===== config.mk =====
export PLATFORM = sky130hd
export DESIGN_NAME = keypad_scanner
export DESIGN_NICKNAME = d
export VERILOG_FILES = /design/src/rtl/keypad_pkg.sv /design/src/rtl/kp_col_sync.sv /design/src/rtl/keypad_scanner.sv
export SDC_FILE = /design/constraint.sdc
export NUM_CORES = 1
export LEC_CHECK = 0
export CAP_MARGIN = 5
export CORE_MARGIN = 2
export CORE_UTILIZATION = 55
export DETAILED_ROUTE_END_ITERATION = 10
export GPL_TIMING_DRIVEN = 0
export PLACE_DENSITY = 0.75
export SLEW_MARGIN = 10
export SYNTH_ARGS = -nofsm -noshare
export SYNTH_HDL_FRONTEND = slang
export SYNTH_SLANG_ARGS = --single-unit

===== constraint.sdc =====
create_clock -name CLK -period 4.9 [get_ports CLK]
set_input_delay 0.98 -clock CLK [delete_from_list [all_inputs] [get_ports CLK]]
set_output_delay 0.98 -clock CLK [all_outputs]
set_load 0.005 [all_outputs]

===== src/rtl/keypad_pkg.sv =====
// Shared constants, row-state encoding and bit-vector helpers for the 4x4 keypad scanner.
package keypad_pkg;

    localparam int KP_ROWS = 4;
    localparam int KP_COLS = 4;
    localparam int KP_KEYS = KP_ROWS * KP_COLS;

    localparam logic [3:0] ROW_RESET = 4'b1110;

    typedef enum logic [1:0] {
        ROW0 = 2'd0,
        ROW1 = 2'd1,
        ROW2 = 2'd2,
        ROW3 = 2'd3
    } row_state_e;

    function automatic logic [3:0] onehot_index(input logic [KP_KEYS-1:0] v);
        logic [3:0] idx;
        idx = 4'd0;
        for (int i = 0; i < KP_KEYS; i++) begin
            if (v[i]) begin
                idx = 4'(i);
            end
        end
        return idx;
    endfunction

    function automatic logic popcount_gt1(input logic [KP_KEYS-1:0] v);
        logic seen;
        logic gt;
        seen = 1'b0;
        gt   = 1'b0;
        for (int i = 0; i < KP_KEYS; i++) begin
            if (v[i]) begin
                gt   = gt | seen;
                seen = 1'b1;
            end
        end
        return gt;
    endfunction

endpackage


===== src/rtl/kp_col_sync.sv =====
// Two-flop synchronizer for the asynchronous active-low keypad column lines.
module kp_col_sync
    import keypad_pkg::*;
(
    input  logic       i_clk,
    input  logic       i_rst,
    input  logic [3:0] i_col_n,
    output logic [3:0] o_col_sync
);

    logic [3:0] r_meta;

    // Idle columns read high, so both stages reset to all-ones.
    always_ff @(posedge i_clk or posedge i_rst) begin
        if (i_rst) begin
            r_meta     <= 4'b1111;
            o_col_sync <= 4'b1111;
        end else begin
            r_meta     <= i_col_n;
            o_col_sync <= r_meta;
        end
    end

endmodule


===== src/rtl/keypad_scanner.sv =====
// 4x4 matrix keypad scanner: row strobing, frame assembly, multi-key filter, frame debounce.
// Define KEYPAD_LATCH_EN to hold the last pressed key on keyin across releases.
module keypad_scanner
    import keypad_pkg::*;
#(
    parameter int SCAN_DIV        = 16000,
    parameter int DEBOUNCE_FRAMES = 4
) (
    input  logic                CLK,
    input  logic                RST,
    output logic [3:0]          row_n,
    input  logic [3:0]          col_n,
    output logic [KP_KEYS-1:0]  keyin,
    output logic                key_valid,
    output logic [3:0]          key_code
);

    localparam int DIV_W  = $clog2(SCAN_DIV);
    localparam int STAB_W = $clog2(DEBOUNCE_FRAMES + 1);
    localparam logic [DIV_W-1:0]  DIV_LAST  = DIV_W'(SCAN_DIV - 1);
    localparam logic [STAB_W-1:0] STAB_MAX  = STAB_W'(DEBOUNCE_FRAMES);
    localparam logic [STAB_W-1:0] STAB_LAST = STAB_W'(DEBOUNCE_FRAMES - 1);

    row_state_e          r_state;
    logic [DIV_W-1:0]    r_div;
    logic [11:0]         r_snap;
    logic [KP_KEYS-1:0]  r_prev;
    logic [STAB_W-1:0]   r_stab;
`ifdef KEYPAD_LATCH_EN
    logic                r_released;
`endif

    logic [3:0]          w_col_sync;
    logic [3:0]          w_col;
    logic [KP_KEYS-1:0]  w_frame;
    logic [KP_KEYS-1:0]  w_filt;
    logic                w_sample;

    kp_col_sync u_sync (
        .i_clk      (CLK),
        .i_rst      (RST),
        .i_col_n    (col_n),
        .o_col_sync (w_col_sync)
    );

    // Row 3's columns join the frame combinationally on the frame-end edge.
    assign w_col    = ~w_col_sync;
    assign w_frame  = {w_col, r_snap};
    assign w_filt   = popcount_gt1(w_frame) ? {KP_KEYS{1'b0}} : w_frame;
    assign w_sample = (r_div == DIV_LAST);

    // Row scan FSM with snapshot, debounce and commit of the key word.
    always_ff @(posedge CLK or posedge RST) begin
        if (RST) begin
            r_state    <= ROW0;
            row_n      <= ROW_RESET;
            r_div      <= {DIV_W{1'b0}};
            r_snap     <= 12'h000;
            r_prev     <= {KP_KEYS{1'b0}};
            r_stab     <= {STAB_W{1'b0}};
            keyin      <= {KP_KEYS{1'b0}};
            key_valid  <= 1'b0;
            key_code   <= 4'd0;
`ifdef KEYPAD_LATCH_EN
            r_released <= 1'b0;
`endif
        end else begin
            key_valid <= 1'b0;
            if (!w_sample) begin
                r_div <= r_div + {{(DIV_W-1){1'b0}}, 1'b1};
            end else begin
                r_div <= {DIV_W{1'b0}};
                case (r_state)
                    ROW0: begin
                        r_snap[3:0] <= w_col;
                        r_state     <= ROW1;
                        row_n       <= 4'b1101;
                    end
                    ROW1: begin
                        r_snap[7:4] <= w_col;
                        r_state     <= ROW2;
                        row_n       <= 4'b1011;
                    end
                    ROW2: begin
                        r_snap[11:8] <= w_col;
                        r_state      <= ROW3;
                        row_n        <= 4'b0111;
                    end
                    ROW3: begin
                        r_state <= ROW0;
                        row_n   <= ROW_RESET;
                        if (w_filt != r_prev) begin
                            r_prev <= w_filt;
                            r_stab <= {STAB_W{1'b0}};
                        end else if (r_stab < STAB_MAX) begin
                            r_stab <= r_stab + {{(STAB_W-1){1'b0}}, 1'b1};
                            if (r_stab == STAB_LAST) begin
`ifdef KEYPAD_LATCH_EN
                                if (w_filt == {KP_KEYS{1'b0}}) begin
                                    r_released <= 1'b1;
                                end else if ((w_filt != keyin) || r_released) begin
                                    keyin      <= w_filt;
                                    key_valid  <= 1'b1;
                                    key_code   <= onehot_index(w_filt);
                                    r_released <= 1'b0;
                                end else begin
                                    r_released <= 1'b0;
                                end
`else
                                keyin <= w_filt;
                                if ((w_filt != {KP_KEYS{1'b0}}) && (w_filt != keyin)) begin
                                    key_valid <= 1'b1;
                                    key_code  <= onehot_index(w_filt);
                                end else begin
                                    key_valid <= 1'b0;
                                end
`endif
                            end else begin
                                key_valid <= 1'b0;
                            end
                        end else begin
                            r_stab <= r_stab;
                        end
                    end
                    default: begin
                        r_state <= ROW0;
                        row_n   <= ROW_RESET;
                    end
                endcase
            end
        end
    end

endmodule

After elaboration in Yosys (flattened, before gate mapping)
Cells that the tools add are included.
- flip-flop bits (word level): 80
- input port bits: 6
- output and inout port bits: 25
- word-level logic and storage cells: 107
- add/subtract/negate cells: 2
- order comparisons: 1
- equal/unequal tests: 7
- muxes and demuxes: 57
- bitwise gates (word level): 16
- reduce and logical (&&, ||, !) cells: 11
- operator list (kind ; number):
    4-bit 2-to-1 mux ; 14
    1-bit 2-to-1 mux ; 37
    16-bit != test ; 2
    16-bit 2-to-1 mux ; 1
    4-bit one-hot mux with 4 select lines ; 1
    16-bit nonzero test ; 1
    14-bit by 1-bit adder with 14-bit output (second input constant) ; 1
    14-bit == test (second input constant) ; 1
    14-bit 2-to-1 mux ; 1
    1-bit bitwise OR ; 14
    2-bit one-hot mux with 4 select lines ; 1
    3-bit 2-to-1 mux ; 2
    2-bit AND reduction ; 3
    3-bit AND reduction ; 2
    6-bit AND reduction ; 1
    5-bit AND reduction ; 1
    2-bit == test (second input constant) ; 2
    4-bit inverter ; 1
    3-bit by 1-bit adder with 3-bit output (second input constant) ; 1
    3-bit by 2-bit == test with 1-bit output (second input constant) ; 1
    3-bit < comparator (second input constant) ; 1
    2-bit by 1-bit == test with 1-bit output (second input constant) ; 1
    2-bit zero test ; 1
    2-bit nonzero test ; 1
    other kinds (2) ; 2

Longest topological paths before layout
Gate-level depths: netlist of the first run.
- word-level depth: 46
- depth in mapped cells: 13
- depth with buffers taken out: 9

Modules after synthesis
Synthesis of the first run repeated with hierarchy kept, for this count alone.
- cell total of the unflattened synthesis: 449
- area total of the unflattened synthesis: 4509.3 sq um
- modules (own cells, without submodules) (module ; times used ; cells an instance ; area an instance (sq um) ; sequential area each (sq um)):
    keypad_scanner ; 1 ; 440 ; 4295.4 ; 1805.5
    kp_col_sync ; 1 ; 9 ; 214.0 ; 210.2

Worst setup path before layout of the first run
Ideal clock, no wire load.
- path kind: register to register
- start: reg r_snap[0]
- end: reg keyin[13]
- library setup time: 0.125 ns
- arrival time: 3.629 ns
- data required time: 4.775 ns
- path slack: 1.146 ns
- stages on the path, launching flop included: 13
- path buffers: 4
- clock period less this slack: 3.754 ns
- cells stage by stage: dfrtp_1 -> buf_6 -> or4_1 -> clkbuf_1 -> maj3_1 -> or2_1 -> nor4b_4 -> buf_6 -> nand2_1 -> a211o_1 -> or4b_4 -> buf_6 -> mux2_4
- word-level cells in the longest chain between the ends: 34
- elaborated cells between the ends (all ways): 48
- classes of those cells: eq/ne: 1; mux: 31; bitwise: 15; reduce/logical: 1
- ends and longest elaborated chain (element ; line ; source):
    start: declaration ; keypad_scanner.sv:26 ; logic [11:0] r_snap;
    start signal: assignment ; keypad_scanner.sv:75 ; r_snap[3:0] <= w_col;
    1-bit 2-to-1 mux (2 in a row) ; keypad_pkg.sv:34 ; if (v[i]) begin
    1-bit bitwise OR ; keypad_pkg.sv:35 ; gt = gt | seen;
    1-bit 2-to-1 mux ; keypad_pkg.sv:34 ;
    1-bit bitwise OR ; keypad_pkg.sv:35 ;
    1-bit 2-to-1 mux ; keypad_pkg.sv:34 ;
    1-bit bitwise OR ; keypad_pkg.sv:35 ;
    1-bit 2-to-1 mux ; keypad_pkg.sv:34 ;
    1-bit bitwise OR ; keypad_pkg.sv:35 ;
    [17 not listed] ; - ;
    1-bit bitwise OR ; keypad_pkg.sv:35 ;
    1-bit 2-to-1 mux ; keypad_pkg.sv:34 ;
    1-bit bitwise OR ; keypad_pkg.sv:35 ;
    1-bit 2-to-1 mux ; keypad_pkg.sv:34 ;
    16-bit 2-to-1 mux * ; keypad_scanner.sv:49 ; assign w_filt = popcount_gt1(w_frame) ? {KP_KEYS{1'b0}} : w_frame;
    16-bit != test ; keypad_scanner.sv:92 ; if (w_filt != r_prev) begin
    1-bit inverter (no line) ; - ;
    5-bit AND reduction (no line) ; - ;
    end signal: assignment ; keypad_scanner.sv:61 ; keyin <= {KP_KEYS{1'b0}};
    end signal: assignment ; keypad_scanner.sv:110 ; keyin <= w_filt;
    end: declaration ; keypad_scanner.sv:13 ; output logic [KP_KEYS-1:0] keyin,
Mark *: on every way between the ends. The rest lies on a longest branch, timed or not.
A chain may end at the register's enable or synchronous reset.

Worst setup path in the final report of the first run
- start: reg r_snap[2]
- end: reg key_code[2]
- word-level cells in the longest chain between the ends: 41
- elaborated cells between the ends (all ways): 60
- classes of those cells: eq/ne: 2; mux: 41; bitwise: 14; reduce/logical: 3
- ends and longest elaborated chain (element ; line ; source):
    1-bit 2-to-1 mux ; keypad_pkg.sv:34 ;
    1-bit bitwise OR ; keypad_pkg.sv:35 ;
    1-bit 2-to-1 mux ; keypad_pkg.sv:34 ;
    1-bit bitwise OR ; keypad_pkg.sv:35 ;
    1-bit 2-to-1 mux ; keypad_pkg.sv:34 ;
    1-bit bitwise OR ; keypad_pkg.sv:35 ;
    1-bit 2-to-1 mux ; keypad_pkg.sv:34 ;
    1-bit bitwise OR ; keypad_pkg.sv:35 ;
    [13 not listed] ; - ;
    1-bit bitwise OR ; keypad_pkg.sv:35 ;
    1-bit 2-to-1 mux ; keypad_pkg.sv:34 ;
    1-bit bitwise OR ; keypad_pkg.sv:35 ;
    1-bit 2-to-1 mux ; keypad_pkg.sv:34 ;
    1-bit bitwise OR ; keypad_pkg.sv:35 ;
    1-bit 2-to-1 mux ; keypad_pkg.sv:34 ;
    16-bit 2-to-1 mux * ; keypad_scanner.sv:49 ;
    4-bit 2-to-1 mux (13 in a row) ; keypad_pkg.sv:21 ; if (v[i]) begin
    end signal: assignment ; keypad_scanner.sv:113 ; key_code <= onehot_index(w_filt);
    end: declaration ; keypad_scanner.sv:15 ; output logic [3:0] key_code
Marked as above.

==> results of run 1 <==
metrics by stage:
step,cell area (um2),instances,power [mW]
after floorplan,4380,483,0.731
after global placement,4810,615,0.755
after detailed placement,4840,616,0.759
after CTS,5070,632,1.32
after global routing,5080,632,1.35
final,5080,632,1.31
where the power goes:
group	internal (mW)	switching, mW
Sequential	0.666	0.00133
Clock	0.316	0.246
Combinational	0.0247	0.0576
Total	1.01	0.305
worst max path at each step:
stage,from,end,slack (ns),depth (start not counted)
3_5_place_dp,r_snap[1]$_DFFE_PP0P_,key_code[2]$_DFFE_PP0P_,0.35,11
5_1_grt,r_snap[2]$_DFFE_PP0P_,key_code[2]$_DFFE_PP0P_,0.01,11
3_3_place_gp,r_snap[1]$_DFFE_PP0P_,key_code[0]$_DFFE_PP0P_,0.44,11
6_report,r_snap[2]$_DFFE_PP0P_,key_code[2]$_DFFE_PP0P_,0.16,11
2_1_floorplan,r_snap[0]$_DFFE_PP0P_,keyin[13]$_DFFE_PP0P_,1.15,12
4_1_cts,r_snap[1]$_DFFE_PP0P_,key_code[2]$_DFFE_PP0P_,0.32,10
state kept, by name (all words and copies together) (netlist names):
register and count:
key_code 4, key_valid 1, keyin 16, r_div 14, r_prev 16, r_snap 12
r_stab 3, r_state 2, row_n 4, u_sync.o_col_sync 4, u_sync.r_meta 4
worst max-delay path: cells and delay by family, from the launching register on:
kind / cells / cell delay (ns)
AOI/OAI and AO/OA: 2 / 1.02
muxes: 1 / 0.41
and+or+nand+nor: 6 / 2.40
DFF: 1 / 0.37
buffers and inverters: 2 / 0.40
repair_timing:
item,4_1_cts,5_1_grt
setup buffers,0,0
resized for setup,0,1
endpoints found under the setup margin,0,3
final cells by class:
class	count	area, um2
plain buffers	31	140
clock buffers	12	155
clock inverters	4	76.3
fillers	643	2650
inverters	16	62.6
multi-input cells	356	2180
flip-flops and latches	80	2020
well taps	102	128
repair buffers	31	328
cell usage in the layout (no fill, tap or decap), types with 4 or more instances in the layout:
cell type,count
a21oi_1,11
a31oi_1,6
a41oi_1,5
and3_1,4
clkbuf_1,25
clkbuf_8,11
clkdlybuf4s50_1,30
dfrtp_1,69
dfstp_2,11
ha_1,11
inv_1,15
mux2_2,5
nand2_1,74
nand2b_1,6
nand3_1,14
nand4_1,10
nor2_1,33
nor2b_1,6
nor3_1,18
nor4_1,11
o21ai_0,55
o22ai_1,4
o41ai_1,5
xnor2_1,12
xor2_1,12
kinds of logic (layout without fill, tap and decap cells):
family	count (synthesis)	after routing
xor+xnor	24	24
fa+ha+maj	13	13
compound gates	111	111
flops	80	80
mux	8	8
buf+inv	47	94
simple gates	200	200
per-layer routing:
layer	track usage (%)	vias to the layer above	wire length [um]
met5	0	-	0
met3	4.75	37	1020
met1	36.7	1904	4700
met2	45.4	189	5490
li1	-	1808	-
met4	13.1	0	346
==> impl_metrics.tcl, run 1 <==
set metrics [dict create \
    worstHoldPathType "reg2reg" \
    avgSynthCellArea_um2 9.07 \
    antenna_found_initial 0 \
    rrSetupSlack_ns 0.16 \
    antenna_left 0 \
    max-clock-path-buffers 2 \
    synthMuxAreaShare_pct 2.20 \
    die_w_um 93.2 \
    final_util_pct 65.8 \
    grt.overflow.total 0 \
    numCtsBuffers 9 \
    htree_levels 3 \
    cts_hold_buf 0 \
    critPathMaxStageDelay_ns 0.60 \
    peakVddDrop_v 0.000190 \
    final_layout_size_suffix_gt1_share_pct 8.87 \
    fin_crit_ns 4.74 \
    final_nets 542 \
    yosys_most_used_dff "dfrtp_1" \
    synth_fp_nets 500 \
    yosysTopAreaCellShare_pct 39.4 \
    r2r_start "r_snap[2]$_DFFE_PP0P_" \
    route.detailed.drc 0 \
    drt-wirelength-per-cell_um 18.3 \
    drtPass1Iterations 6 \
    num_vias 3938 \
    tns_ns 0 \
    synth_fa_ha_area_share_pct 3.60 \
    maxSlewHeadroom_pct 38.1 \
    rows 32 \
    synth_edf_count 0 \
    worstPathRequired_ns 5.14 \
    arrival_ns 4.98 \
    coreArea_um2 7730 \
    slowest_stage "o41ai_1" \
    wl_mm 11.5 \
    r2r-end "key_code[2]$_DFFE_PP0P_" \
    yosys-top-cells-area "dfrtp_1 39%, dfstp_2 6.6%, nand2_1 6.3%, o21ai_0 6.3%, ha_1 3.1%" \
    synth-xor-area-share_pct 4.80 \
    die_h_um 93.2 \
    max_freq_mhz 211 \
    grt_first_pass_wirelength_mm 18.9 \
    synthCells 483 \
    drt-vias-per-instance 6.23 \
    status "complete, no violations" \
    place_congestion 0.909 \
    clk_pin_slew_ns 0.08 \
    grtUsageTotal_pct 28.0 \
    synth_cell_types 60 \
    dieArea_um2 8690 \
    ys_ff_latch 80 \
    maxCapViolations 0 \
    r2r_cells 11 \
    fin_ws_ns 0.163 \
    p_leak_nw 2.14 \
    synth_compound_area_share_pct 16.1 \
    ys_warn_count 0 \
    postSynth.asyncResetShare_pct 100 \
    syn2layout_area_growth_pct 16.0 \
    synthSimpleGateAreaFrac_pct 22.7 \
    period_share_pct 96.7 \
    worstPathCellList "clkbuf_1 > or4_1 > clkbuf_1 > o41ai_1 > nand3_1 > nor3_1 > nand2_1 > a221o_1 > nor3_1 > nand4_1 > mux2_2" \
    pre_cts_ws_ns 0.352 \
    synthTopCellsByCount "74 x nand2_1, 69 x dfrtp_1, 55 x o21ai_0" \
    clockRootBuffer "clkbuf_8" \
    hold_path.startpoint "u_sync.r_meta[0]$_DFF_PP1_" \
    antenna_cells 0 \
    holdPathEnd "u_sync.o_col_sync[0]$_DFF_PP1_" \
    dp_hpwl_mm 8.17 \
    portBuffers 30 \
    tightest_slew_ns 0.921 \
    worstSetupEndpointType "register" \
    cts.sinks 80 \
    initial_core_util_pct 56.7 \
    clk_latency_ns 0.36 \
    maxSlewViolCount 0 \
    cts_tree "done" \
    synth_top_family_by_area "simple AND/OR/NAND/NOR gates" \
    min_path_cells 0 \
    post-synth-top-count-cell "nand2_1" \
    skew_ns 0.00615 \
    cp_max_fo 10 \
    startpoint_type "register" \
    fin_hold_ws_ns 0.358 \
    grt_setup_unrepaired "false" \
    drt_iter0_markers 369 \
    synth_top_area_cell "dfrtp_1" \
    grt_pass1_vias 3874 \
    hold_viol_final 0 \
    ios 31 \
    ys_seq_area_share_pct 46.0 \
    syn_area_um2 4380 \
    grt_max_degree 57 \
    path_class "reg2reg" \
    power.density_nw_per_um2 258 \
    setup_viol 0 \
]
Power figures use the tool's default switching activity.
==> inputs of run 2 (changes only) <==
==> constraint.sdc (replaced) <==
create_clock -name CLK -period 4.9 [get_ports CLK]
set_input_delay 0.49 -clock CLK [delete_from_list [all_inputs] [get_ports CLK]]
set_output_delay 0.49 -clock CLK [all_outputs]
set_load 0.005 [all_outputs]
==> results of run 2 <==
Same layout as run 1 (identical final DEF). Status: complete, no violations.
==> inputs of run 3 (changes only) <==
--- a/config.mk
+++ b/config.mk
@@ -6,8 +6,8 @@
 export NUM_CORES = 1
 export LEC_CHECK = 0
 export CAP_MARGIN = 5
-export CORE_MARGIN = 2
 export CORE_UTILIZATION = 55
+export CTS_CLUSTER_DIAMETER = 60
 export DETAILED_ROUTE_END_ITERATION = 10
 export GPL_TIMING_DRIVEN = 0
 export PLACE_DENSITY = 0.75
==> run 3 against run 2 <==
Against the previous run: combinational power is essentially flat; via count grew 0.91%; sequential power is essentially flat; sequential cell count is the same; global-route usage grew 1.8 points; die area shrank 4.2%; register-to-register slack gained 0.20 ns; sequential share of layout area grew 0.33 points; hold slack lost 0.0061 ns; clock skew grew 0.0082 ns; non-clock buffer count is the same; final area shrank 0.81%; critical path type unchanged; largest power group unchanged.
==> impl_metrics.tcl, run 3 (synthesis gave the netlist of run 1 again) <==
set metrics [dict create \
    multi_input_area_um2 2180 \
    period_share_pct 92.5 \
    power.density_nw_per_um2 246 \
    startpoint_type "register" \
    dieArea_um2 8330 \
    clockRootBuffer "clkbuf_8" \
    worstHoldPathType "reg2reg" \
    final_layout_size_suffix_gt1_share_pct 8.68 \
    coreArea_um2 7730 \
    fin_crit_ns 4.53 \
    highest_layer "met4" \
    clk_latency_ns 0.36 \
    grtUsageTotal_pct 29.8 \
    cp_top_family "simple AND/OR/NAND/NOR gates" \
    grt_max_degree 57 \
    cp.buffers_inverters 1 \
    fin_hold_ws_ns 0.352 \
    arrival_ns 4.78 \
    skew_ns 0.0143 \
    num_vias 3974 \
    final_nets 542 \
    grt_pass1_vias 3739 \
    maxSlewHeadroom_pct 31.0 \
    layout_common_cells "74 x nand2_1, 69 x dfrtp_1, 55 x o21ai_0" \
    max_freq_mhz 221 \
    portBuffers 30 \
    worstPathCellList "clkbuf_1 > nor4_2 > a41oi_1 > nor3_1 > nor4b_4 > nand2_1 > a221o_1 > nor3_1 > nand4_1 > mux2_2" \
    die_w_um 91.2 \
    critPathMaxStageDelay_ns 0.53 \
    worstPathRequired_ns 5.15 \
    grt_setup_unrepaired "false" \
    fin_cells 632 \
    drt-vias-per-instance 6.29 \
    cp_max_fo 10 \
    status "complete, no violations" \
    die_h_um 91.2 \
    drt-wirelength-per-cell_um 18.6 \
    slowest_stage "nor4_2" \
    drtPass1Iterations 6 \
    m1WireLength_mm 5.05 \
    antenna_cells 0 \
    top_regs "keyin: 16 flops, r_prev: 16 flops, r_div: 14 flops" \
    dp_hpwl_mm 8.36 \
    clk_pin_slew_ns 0.09 \
    htree_levels 3 \
    worstSetupEndpointType "register" \
    grt.overflow.total 0 \
    place_congestion 0.921 \
    tns_ns 0 \
    setup_viol 0 \
    cts_tree "done" \
    crit_top_cell "nor3_1" \
    hold_viol_final 0 \
    antenna_found_initial 0 \
    post_cts_buffers 0 \
    dp_cells 616 \
    max-clock-path-buffers 2 \
    maxSlewViolCount 0 \
    initial_core_util_pct 56.7 \
    ios 31 \
    p_leak_nw 2.13 \
    numCtsBuffers 9 \
    route.detailed.drc 0 \
    tightest_slew_ns 1.03 \
    path_class "reg2reg" \
    wl_met3_um 855 \
    routed-wl-met2_mm 5.55 \
    layout_commonest_cell "nand2_1" \
    rows 32 \
    cts_hold_buf 0 \
    antenna_left 0 \
    regArea_um2 2020 \
    maxCapViolations 0 \
    grt_first_pass_wirelength_mm 19.0 \
    cts.sinks 80 \
    wl_mm 11.8 \
    syn2layout_area_growth_pct 15.1 \
    fillers 645 \
    peakVddDrop_v 0.000139 \
    drt_iter0_markers 412 \
]
[run 3: cell type report]
type / instances / area share [%]
multi-input combinational: 356 / 43.2
sequential: 80 / 40.0
timing repair buffer: 31 / 6.50
clock buffer: 12 / 2.88
buffer: 31 / 2.78
tap: 102 / 2.53
inverter: 16 / 1.24
clock inverter: 4 / 0.894
[run 3: repair_timing]
item	4_1_cts	5_1_grt
gates resized for setup	0	1
hold endpoints to repair	0	0
endpoints found under the setup margin	0	3
[run 3: per-layer routing]
| metal | vias up | global-route usage [%] |
|---|---|---|
| li1 | 1812 | - |
| met1 | 1948 | 40.9 |
| met2 | 174 | 47.3 |
| met3 | 40 | 4.86 |
| met4 | 0 | 12.0 |
| met5 | - | 0 |
[run 3: path summary, 6_finish.rpt]
| check | from | end | slack, ns | cells after the start |
|---|---|---|---|---|
| worst max-delay path | r_snap[1]$_DFFE_PP0P_ | key_code[1]$_DFFE_PP0P_ | 0.37 | 10 |
| worst min-delay path | u_sync.r_meta[1]$_DFF_PP1_ | u_sync.o_col_sync[1]$_DFF_PP1_ | 0.35 | 0 |
| worst max register to register | r_snap[1]$_DFFE_PP0P_ | key_code[1]$_DFFE_PP0P_ | 0.37 | 10 |
| worst min register to register | u_sync.r_meta[1]$_DFF_PP1_ | u_sync.o_col_sync[1]$_DFF_PP1_ | 0.35 | 0 |
| max in group asynchronous | RST | u_sync.r_meta[3]$_DFF_PP1_ | 3.83 | 3 |
| min in group asynchronous | RST | r_snap[11]$_DFFE_PP0P_ | 0.45 | 2 |
[run 3: metrics by stage]
stage / utilization [%] / area, um2 / setup slack (ns) / total power, mW
finish: 65.2 / 5040 / 0.367 / 1.24
global route: 65.2 / 5040 / 0.122 / 1.28
CTS: 65.1 / 5030 / 0.290 / 1.25
detailed placement: 62.6 / 4840 / 0.309 / 0.761
global placement: 62.2 / 4810 / 0.431 / 0.755
floorplan: - / 4380 / 1.15 / 0.731
[run 3: power by group]
part	internal [mW]	total (mW)	switching, mW	leakage [nW]
Combinational	0.0247	0.0826	0.0579	0.964
Clock	0.247	0.490	0.243	0.100
Sequential	0.666	0.667	0.00145	1.07
